===== config.mk =====
export PLATFORM = sky130hd
export DESIGN_NAME = serial_mult_param
export DESIGN_NICKNAME = d
export VERILOG_FILES = /design/src/rtl/serial_mult_param.sv
export SDC_FILE = /design/constraint.sdc
export NUM_CORES = 1
export LEC_CHECK = 0
export ABC_AREA = 1
export BUFFER_PORTS_ARGS = -buffer_cell sky130_fd_sc_hd__buf_2
export CORE_ASPECT_RATIO = 1.5
export CORE_MARGIN = 2
export CORE_UTILIZATION = 65
export CTS_BUF_LIST = sky130_fd_sc_hd__clkbuf_8
export DETAILED_ROUTE_END_ITERATION = 8
export PLACE_DENSITY = 0.86
export SLEW_MARGIN = 15
export SYNTH_ARGS = -nofsm -noshare
export SYNTH_HDL_FRONTEND = slang
export SYNTH_SLANG_ARGS = --single-unit

===== constraint.sdc =====
create_clock -name clk -period 7.01 [get_ports clk]
set_clock_uncertainty 0.2 [all_clocks]
set_input_delay 0.701 -clock clk [delete_from_list [all_inputs] [get_ports clk]]
set_output_delay 0.701 -clock clk [all_outputs]
set_load 0.05 [all_outputs]

===== src/rtl/serial_mult_param.sv =====
// serial_mult_param: shift-add serial multiplier, WIDTH x WIDTH -> 2*WIDTH.
// Signed operands are converted to sign-magnitude when a request is accepted.
// The magnitude product is then built one multiplier bit per clock, LSB first,
// and the sign is restored when the final partial sum is written to p.
//
// state | meaning
// IDLE  | waiting for start; p holds the last result
// RUN   | one multiplier bit consumed per clock; cnt counts the bits still to go
module serial_mult_param #(
  parameter int WIDTH = 4
) (
  input  logic               clk,
  input  logic               rst,
  input  logic               start,
  input  logic               signed_mode,
  input  logic [WIDTH-1:0]   a,
  input  logic [WIDTH-1:0]   b,
  output logic [2*WIDTH-1:0] p,
  output logic               busy,
  output logic               done
);

  localparam int CW = $clog2(WIDTH + 1);

  localparam logic [0:0] IDLE = 1'b0;
  localparam logic [0:0] RUN  = 1'b1;

  logic [0:0]         state;
  logic [CW-1:0]      cnt;
  logic [2*WIDTH-1:0] acc;
  logic [2*WIDTH-1:0] mcand;
  logic [WIDTH-1:0]   mplier;
  logic               neg;

  logic [WIDTH-1:0]   mag_a;
  logic [WIDTH-1:0]   mag_b;
  logic [2*WIDTH-1:0] sum;
  logic [2*WIDTH-1:0] result;

  // Operand magnitudes.
  // The most negative value maps onto 2^(WIDTH-1), which still fits unsigned.
  always_comb begin
    mag_a = (signed_mode && a[WIDTH-1]) ? -a : a;
    mag_b = (signed_mode && b[WIDTH-1]) ? -b : b;
  end

  // Partial sum for the current bit.
  // The sign is applied to the same sum, so the final iteration writes p directly.
  always_comb begin
    sum    = acc + (mplier[0] ? mcand : '0);
    result = neg ? -sum : sum;
  end

  assign busy = (state == RUN);

  // Sequencing, accumulation and result register.
  always_ff @(posedge clk or posedge rst) begin
    if (rst) begin
      state  <= IDLE;
      cnt    <= '0;
      acc    <= '0;
      mcand  <= '0;
      mplier <= '0;
      neg    <= 1'b0;
      p      <= '0;
      done   <= 1'b0;
    end else begin
      done <= 1'b0;
      case (state)
        IDLE: begin
          if (start) begin
            state  <= RUN;
            cnt    <= CW'(WIDTH);
            acc    <= '0;
            mcand  <= {{WIDTH{1'b0}}, mag_a};
            mplier <= mag_b;
            neg    <= signed_mode & (a[WIDTH-1] ^ b[WIDTH-1]);
          end
        end
        RUN: begin
          acc    <= sum;
          mcand  <= mcand << 1;
          mplier <= mplier >> 1;
          cnt    <= cnt - CW'(1);
          if (cnt == CW'(1)) begin
            state <= IDLE;
            p     <= result;
            done  <= 1'b1;
          end
        end
        default: state <= IDLE;
      endcase
    end
  end

endmodule


==> summary.txt, run 1 <==
Run status
  – Outcome: complete, no violations

Layout
  – Share of post-route cells with drive strength above 1: 0.148
  – Fillcell total: 253
  – N_diodes: 0
  – Area Growth Syn to Fin: 11.4%
  – Fin area: 0.00226 sq mm
  – Layout Nets: 308

Routing
  – Detailed-route DRC error count: 0
  – Wire length on met3: 152 microns
  – Max layer used: met4
  – Antenna-violating nets left: 0
  – Total Wirelength: 4440 microns
  – Met2 wire length: 2440 microns
  – Wl on met1: 1710 microns
  – Via count: 1839
  – Drt first pass iters: 4
  – DR iter-0 viols: 89
  – Vias per cell: 5.69
  – WL/cell: 13.7 microns

Synth
  – Top cells by area, synth: dfrtp_1, nand2_1, ha_1
  – Average size of a mapped cell: 7.83 sq um
  – Net Count, Synth: 284
  – Main combinational cell family by area after synthesis: simple AND/OR/NAND/NOR gates
  – Post-Synth Simple-Gate Area: 0.257
  – Seq/Total Area, Yosys: 0.419
  – Post-synthesis compound-gate area fraction: 0.136
  – Synth Register Bits: 34
  – Adder-Cell Fraction of Synth Area: 0.0839
  – Yosys top cell by area: dfrtp_1
  – Synth top area share: 0.419
  – Most used flip-flop cell after synthesis: dfrtp_1
  – Mapped Area: 0.00203 sq mm
  – Top post-synthesis cells by count: nand2_1, inv_1, dfrtp_1, o21ai_0, nand3_1
  – Xor and xnor area share after synthesis: 0.0130
  – Mapped Cells: 259
  – Yosys warning total: 0
  – Post-synth ARST share: 1.00
  – Mux cell area share after synthesis: 0
  – Number of flops mapped to enable cells by yosys: 0
  – Count of different cell masters after synthesis: 33
  – Count leader, synth: nand2_1

Placed design
  – Port Buffers: 21
  – Dpl hpwl: 3310 microns
  – Placed cell area: 0.00216 sq mm
  – GP Congestion: 0.872
  – DP Worst Slack: 4520 ps

Worst setup path
  – Worst R2R Setup Slack: 4490 ps
  – Worst Path Max Fanout: 9
  – Startpoint types: register
  – CP endpoint kind: register
  – Required @ worst endpoint: 6970 ps
  – CP Class: reg -> reg
  – Arr. time, crit path: 2480 ps
  – FF-to-FF Start: mplier[0]
  – Setup crit start: mplier[0]

Power
  – Psw: 466 uW
  – Sequential Power Share: 0.349
  – Worst VDD drop: 297 uV
  – Clock Power Share: 0.164
  – Combinational share of power: 0.487
  – Power consumption: 958 uW
  – Leak Pwr: 0.00124 uW
  – Net Sw Frac: 0.487
  – Internal power: 492 uW
  – Pwr/cell area: 424 mW/mm^2

Clock network
  – CTS clock-pin slew for the worst setup and hold paths: 70 ps
  – CTS Hold Buffers Added: 0
  – # Post-CTS Setup Buffers: 0
  – H-Tree Depth: 2
  – Clock root buffer: clkbuf_8
  – Cts repair resizes: 0
  – Num CTS Buffers: 5
  – Bufs on Longest Clock Path: 2
  – CTS tree: built
  – Worst skew pair latency: 280 ps
  – Clock Sinks: 34

Floorplan
  – Starting Density: 0.689
  – Std cell rows: 24
  – Io pins: 22
  – CORE AREA: 0.00294 sq mm
  – Die H: 72.4 microns
  – Die X: 49.6 microns
  – Area of the die: 0.00359 sq mm

GRT
  – First-pass GRT wire length: 7310 microns
  – GRT Util Overall: 0.269
  – Vias in the first global route: 1727
  – Largest net degree at the start of global routing: 35
  – Initial antenna violation count: 0
  – Grt ovf: 0

STA
  – Hold WS: 280 ps
  – Setup-failing EPs final: 0
  – Setup TNS: 0 ps
  – Final Critical Period: 2520 ps
  – Relative slew slack: 0.480
  – Setup WS post-layout: 4490 ps
  – Fin. Hold Viols: 0
  – Final period utilization: 0.359
  – Worst Tran Pin Value: 779 ps
  – Max Slew Vio Count: 0
  – RSZ-0062 raised after global routing: no
  – Fmax: 0.397 GHz

Job
  – Maxcap violations: 0

Hold path
  – Hold WC Path Type: reg -> reg
  – Hold_sp: p[5]
power by group through the flow:
stage	sequential, uW	clock [uW]	combinational [uW]
after floorplan	392	0	303
after global routing	344	165	519
final	334	157	467
after detailed placement	337	0	461
after CTS	334	156	466
after global placement	333	0	447
logic make-up after synthesis:
family / after synthesis
flip-flops: 34
adder cells (fa/ha/maj): 13
buffers and inverters: 46
AO/OA/AOI/OAI: 47
XOR/XNOR: 3
AND/OR/NAND/NOR: 116
area by class of cell:
cell class | instances | area, sq um | area share
Sequential cell | 34 | 851 | 0.377
Clock inverter | 2 | 16.3 | 0.00720
Tap cell | 39 | 48.8 | 0.0216
Timing Repair Buffer | 22 | 113 | 0.0499
Multi-Input combinational cell | 179 | 993 | 0.440
Inverter | 41 | 154 | 0.0681
Clock buffer | 6 | 82.6 | 0.0366
critical path, stage by stage, from the launching register on:
cell	delay, ps
dfrtp_1	470
nand2_1	90
inv_1	40
ha_1	210
fa_1	450
nand2_1	90
nand2_1	70
nand3_1	90
nand3_1	120
nand2_1	180
nand3_2	100
nand2_1	70
nand2_1	60
nand3_1	90
nand2_1	70
routing by layer:
layer | vias to the layer above | GRT usage
met5 | - | 0
li1 | 898 | -
met1 | 870 | 0.278
met2 | 57 | 0.508
met4 | 0 | 0.142
met3 | 14 | 0.0453
path summary, 6_finish.rpt:
check,to,cells past startpoint
setup / recovery,p[7],14
hold / removal,p[5],2
setup reg to reg,p[7],14
hold reg to reg,p[5],2
max in group asynchronous,p[5],3
min in group asynchronous,cnt[2],3
registers in the layout (all words and copies together) (netlist names):
signal,count
acc,8
mcand,8
p,8
mplier,4
cnt,3
busy,1
done,1
neg,1
metrics by stage:
step | cells | utilization
6_report | 323 | 0.767
2_1_floorplan | 259 | -
3_5_place_dp | 315 | 0.734
4_1_cts | 323 | 0.767
5_1_grt | 323 | 0.767
3_3_place_gp | 315 | 0.734
placed cells by master, fill, tap and decap left out, types with 2 or more instances in the layout:
cell,synthesis,routed
o21ai_0,21,21
inv_1,39,39
o22ai_1,4,4
o31ai_1,2,2
inv_2,2,2
nand2_2,3,3
xor2_1,2,2
nor3_1,2,2
buf_2,3,21
nor2_1,9,9
nand3_1,19,19
a21oi_1,9,9
clkbuf_8,0,6
a22oi_1,3,3
ha_1,12,12
nor2_2,4,4
o211ai_1,3,3
o221ai_1,2,2
dfrtp_1,34,34
nand2_1,72,72
Note: power is estimated with default switching activity, not from simulation.
==> run 2, diff against run 1 <==
- ABC_AREA: 1 -> 0
- CORE_UTILIZATION: 65 -> 55
- PLACE_DENSITY: 0.86 -> 0.77
- clock period: 7.01 -> 2.26 ns (I/O delays scaled with it)
==> run 2 against run 1 <==
  * Clock power rose to 3.0 times the previous value
  * Critical path type unchanged
  * The flow now finishes with violations (setup timing)
  * Global-route usage is 4.3 points lower
  * Hold slack worse by 250 ps
  * Area after synthesis down 0.37%
  * Die area increased by 16%
==> summary.txt, run 2 <==
Run status
  – Outcome: finished, violations left
  – Failing checks: setup timing

Layout
  – Commonest non-fill, non-tap cell in the layout: nand2_1
  – Fin area: 0.00259 sq mm
  – Non-Filler Instances: 316
  – Largest registers: acc x8, mcand x8, p x8
  – Share of post-route cells with drive strength above 1: 0.297
  – Area Growth Syn to Fin: 28.2%
  – Final cell utilization of the core: 0.723
  – Most frequent cells in the layout: nand2_1, dfrtp_1, o21ai_0, buf_4, buf_2
  – N_diodes: 0
  – Layout Nets: 297

Worst setup path
  – CP endpoint kind: register
  – CP Depth: 9
  – Highest-delay cell along the critical path: dfrtp_1
  – Worst Path Max Fanout: 3
  – Arr. time, crit path: 2590 ps
  – Startpoint types: register
  – Required @ worst endpoint: 2230 ps
  – Reg-to-reg endpoint: p[7]
  – Crit-path max cell delay: 390 ps
  – CP Class: reg -> reg
  – Crit-path cells: and2_1 -> ha_2 -> fa_2 -> xor2_2 -> or3_4 -> nand4b_1 -> o41ai_2 -> xor2_1 -> o21ai_1
  – FF-to-FF Start: mplier[0]
  – Worst R2R Setup Slack: -370 ps
  – Worst path buffer plus inverter count: 0
  – Reg2reg path depth: 9
  – Crit path max-delay family: simple AND/OR/NAND/NOR gates

Synth
  – Synth top area share: 0.421
  – Net Count, Synth: 253
  – Most used flip-flop cell after synthesis: dfrtp_1
  – Post-synth ARST share: 1.00
  – Average size of a mapped cell: 8.86 sq um
  – Mapped Area: 0.00202 sq mm
  – Yosys top cell by area: dfrtp_1
  – Yosys warning total: 0
  – Top cells by area, synth: dfrtp_1, o21ai_0, ha_1
  – Number of flops mapped to enable cells by yosys: 0
  – Count of different cell masters after synthesis: 33
  – Seq/Total Area, Yosys: 0.421
  – Top post-synthesis cells by count: nand2_1, dfrtp_1, o21ai_0, nand2b_1
  – Count leader, synth: nand2_1
  – Mapped Cells: 228
  – Synth Register Bits: 34

STA
  – Fin. Hold Viols: 0
  – Setup-failing EPs final: 8
  – RSZ-0062 raised after global routing: yes
  – Final period utilization: 1.16
  – Max Slew Vio Count: 0
  – Final Critical Period: 2630 ps
  – Fmax: 0.381 GHz
  – Relative slew slack: 0.687
  – Setup WS post-layout: -366 ps
  – Worst Tran Pin Value: 470 ps

Hold path
  – Hold EP: mplier[3]
  – Hold WC Path Type: in -> reg
  – Worst Hold Path Cells: 3
  – Hold_sp: b[3]

GRT
  – Vias in the first global route: 1657
  – Largest net degree at the start of global routing: 47
  – Initial antenna violation count: 0
  – First-pass GRT wire length: 7040 microns
  – GRT Util Overall: 0.226
  – Grt ovf: 0

Routing
  – WL/cell: 12.9 microns
  – Antenna-violating nets left: 0
  – Total Wirelength: 4090 microns
  – Vias per cell: 5.34
  – Via count: 1686
  – DR iter-0 viols: 25
  – Drt first pass iters: 4
  – Detailed-route DRC error count: 0

Clock network
  – CTS tree: built
  – Clock Sinks: 34
  – CTS clock-pin slew for the worst setup and hold paths: 70 ps
  – Worst skew pair latency: 290 ps
  – Num CTS Buffers: 5
  – H-Tree Depth: 2
  – Clock root buffer: clkbuf_8
  – Bufs on Longest Clock Path: 2

Floorplan
  – Die X: 53.5 microns
  – Area of the die: 0.00418 sq mm
  – Io pins: 22
  – CORE AREA: 0.00358 sq mm
  – Die H: 78.2 microns
  – Starting Density: 0.564
  – Std cell rows: 27

Placed design
  – Port Buffers: 21
  – DP Worst Slack: -410 ps
  – Placed cell area: 0.00234 sq mm
  – Dpl hpwl: 2910 microns
  – Post-Place Cells: 305
  – GP Congestion: 0.870

Power
  – Power consumption: 3120 uW
  – Pwr/cell area: 1200 mW/mm^2
  – Leak Pwr: 0.00124 uW
  – Worst VDD drop: 896 uV

Job
  – Maxcap violations: 0
==> run 2: cell count changes after synthesis, sizes merged, moves of 6 or more <==
cell	before	now
and2	1	7
clkbuf	1	10
inv	41	12
nand2	76	36
nand2b	0	15
nand3	20	8
o21ai	21	35
xor2	2	9
==> run 2: cell families after synthesis <==
family / share of synthesized area
simple gates: 0.212
compound gates: 0.163
flops: 0.421
buf+inv: 0.0427
xor+xnor: 0.0563
fa+ha+maj: 0.0842
mux: 0.0204
==> run 2: worst max path at each step <==
stage	end	slack (ps)	start
2_1_floorplan	p[7]	-340	mplier[0]
3_3_place_gp	p[7]	-350	mplier[0]
3_5_place_dp	p[7]	-410	mplier[0]
4_1_cts	p[7]	-370	mplier[0]
5_1_grt	p[7]	-450	mplier[0]
6_report	p[7]	-370	mplier[0]
==> run 2: through the flow <==
stage                     hold slack, ps  TNS [ps]
final                               25.2     -1640
after global placement               133     -1550
after floorplan                      162      -808
after global routing                38.2     -2580
after detailed placement             140     -2000
after CTS                           32.8     -1650
==> run 2: metal layers <==
layer,GRT usage,vias to the layer above,wire length (microns)
li1,-,856,-
met1,0.251,790,1640
met2,0.404,35,2230
met3,0.0456,5,144
met4,0.0846,0,72
met5,0,-,0
==> run 2: where the power goes <==
part	total (uW)	switching (uW)	internal, uW
Clock	464	223	241
Sequential	987	149	837
Combinational	1670	964	702
==> run 2: area by class of cell <==
type / count / area, sq um
clock buffers: 6 / 82.6
well taps: 43 / 53.8
fillers: 282 / 991
multi-input cells: 171 / 1230
repair buffers: 48 / 318
clock inverters: 2 / 8.76
flip-flops and latches: 34 / 851
inverters: 12 / 45.0
==> run 2: tightest hold or removal path, cell delays in order <==
cell and delay (ps):
buf_2 120, nand3_1 70, a21oi_1 60
==> run 2: what timing repair did <==
item,4_1_cts,5_1_grt
hold buffers,1,0
setup endpoints to repair,9,11
pin swaps,4,1
hold endpoints to repair,34,0
buffers inserted,2,1
resized for setup,17,11
==> run 3, diff against run 2 <==
- clock period: 2.26 -> 2.3 ns (I/O delays scaled with it)
==> run 3 against run 2 <==
  * The flow still finishes with violations (setup timing)
  * Count of clock-buffer cells in the layout decreased by 1
  * Routed wire length increased by 13%
  * First-iteration DRC count increased by 100%
  * Sequential cell count unchanged
  * Sequential share of layout area decreased by 1.0 points
  * Combinational power increased by 6%
  * Power increased by 1.9%
  * Cell count increased by 0.95%
  * Setup slack got worse by 47 ps
  * Register-to-register slack got worse by 50 ps
  * Sequential power about the same
  * Critical endpoint unchanged
  * Highest routed layer unchanged
==> summary.txt, run 3 (synthesized netlist as in run 2, its figures left out) <==
Routing
  – Vias per cell: 5.42
  – Total Wirelength: 4630 microns
  – Detailed-route DRC error count: 0
  – Via count: 1730
  – WL/cell: 14.5 microns
  – DR iter-0 viols: 51
  – Antenna-violating nets left: 0
  – Drt first pass iters: 4

Placed design
  – Port Buffers: 21
  – Dpl hpwl: 2810 microns
  – GP Congestion: 0.859

Floorplan
  – Die X: 53.5 microns
  – Io pins: 22
  – Area of the die: 0.00418 sq mm
  – Std cell rows: 27
  – Starting Density: 0.564
  – CORE AREA: 0.00358 sq mm
  – Die H: 78.2 microns

Layout
  – Commonest non-fill, non-tap cell in the layout: dfrtp_1
  – Area Growth Syn to Fin: 32.3%
  – Layout Nets: 301
  – N_diodes: 0
  – Most frequent cells in the layout: dfrtp_1, nand2_1, buf_4, o21ai_0, buf_2
  – Share of post-route cells with drive strength above 1: 0.344
  – Fillcell total: 257
  – Largest registers: acc x8, mcand x8, p x8

Worst setup path
  – Crit-path cells: and2_4 -> ha_4 -> fa_2 -> xor2_2 -> or3_4 -> nand4b_1 -> o41ai_2 -> xor2_1 -> o21ai_1
  – CP Class: reg -> reg
  – Highest-delay cell along the critical path: fa_2
  – CP endpoint kind: register
  – Crit-path max cell delay: 390 ps
  – Worst path buffer plus inverter count: 0
  – Crit path max-delay family: simple AND/OR/NAND/NOR gates
  – FF-to-FF Start: mcand[0]
  – Setup crit start: mcand[0]
  – Arr. time, crit path: 2690 ps
  – CP Depth: 9
  – Worst Path Max Fanout: 3
  – Startpoint types: register
  – Reg2reg path depth: 9
  – Required @ worst endpoint: 2270 ps

GRT
  – GRT Util Overall: 0.225
  – Initial antenna violation count: 0
  – First-pass GRT wire length: 6890 microns
  – Largest net degree at the start of global routing: 47
  – Vias in the first global route: 1626
  – Grt ovf: 0

Clock network
  – Bufs on Longest Clock Path: 2
  – Clock Sinks: 34
  – Clock root buffer: clkbuf_8
  – Worst skew pair latency: 300 ps
  – H-Tree Depth: 2
  – CTS tree: built
  – CTS clock-pin slew for the worst setup and hold paths: 70 ps
  – Num CTS Buffers: 5

STA
  – Hold WS: 26.6 ps
  – Setup WS post-layout: -413 ps
  – Setup-failing EPs final: 9
  – Fmax: 0.369 GHz
  – Fin. Hold Viols: 0
  – Final Critical Period: 2710 ps
  – Final period utilization: 1.18
  – Setup TNS: -1780 ps
  – RSZ-0062 raised after global routing: yes
  – Worst Tran Pin Value: 489 ps
  – Relative slew slack: 0.674
  – Max Slew Vio Count: 0

Power
  – Leak Pwr: 0.00126 uW
  – Pwr/cell area: 1190 mW/mm^2
  – Power consumption: 3180 uW
  – Worst VDD drop: 959 uV

Hold path
  – Hold WC Path Type: in -> reg
  – Hold_sp: a[0]
  – Worst Hold Path Cells: 3

Run status
  – Outcome: finished, violations left
  – Failing checks: setup timing

Job
  – Maxcap violations: 0
## run 3: metal layers
metal	vias to the layer above	track usage	wire, microns
li1	858	-	-
met3	6	0.0513	113
met1	836	0.245	1910
met5	-	0	0
met2	30	0.393	2510
met4	0	0.108	94
## run 3: stage by stage
step	util	worst slack (ps)	area (sq um)	std cells
5_1_grt	0.746	-457	2670	319
4_1_cts	0.690	-364	2470	313
6_report	0.746	-413	2670	319
3_5_place_dp	0.652	-358	2340	304
3_3_place_gp	0.652	-313	2340	304
2_1_floorplan	-	-300	2050	228
## run 3: path summary, 6_finish.rpt
check                           end  slack [ps]
max                            p[7]        -410
min                        mcand[0]          30
max reg2reg                    p[7]        -410
min reg2reg                    p[0]         270
max in group asynchronous    acc[1]        1230
min in group asynchronous    acc[6]         370
## run 3: tightest hold or removal path, stage by stage
cell and delay (ps):
buf_2 100, mux2i_1 70, nor2_1 80
## run 3: what timing repair did
action / 4_1_cts / 5_1_grt
endpoints found under the setup margin: 8 / 10
hold endpoints to repair: 34 / 0
hold buffers: 1 / 0
resized for setup: 6 / 37
pin swaps: 2 / 10
setup buffers: 1 / 7
## run 3: power breakdown
| group | switching (uW) | total (uW) | internal (uW) |
|---|---|---|---|
| sequential | 162 | 985 | 823 |
| combinational | 1010 | 1770 | 758 |
| clock | 218 | 421 | 203 |
| total | 1390 | 3180 | 1780 |
## run 3: layout make-up
type	instances	area, sq um	area share
Clock buffer	5	68.8	0.0257
Clock inverter	2	10.0	0.00375
Inverter	12	45.0	0.0169
Multi-Input combinational cell	171	1290	0.484
Sequential cell	34	851	0.318
Tap cell	43	53.8	0.0201
Timing Repair Buffer	52	352	0.132
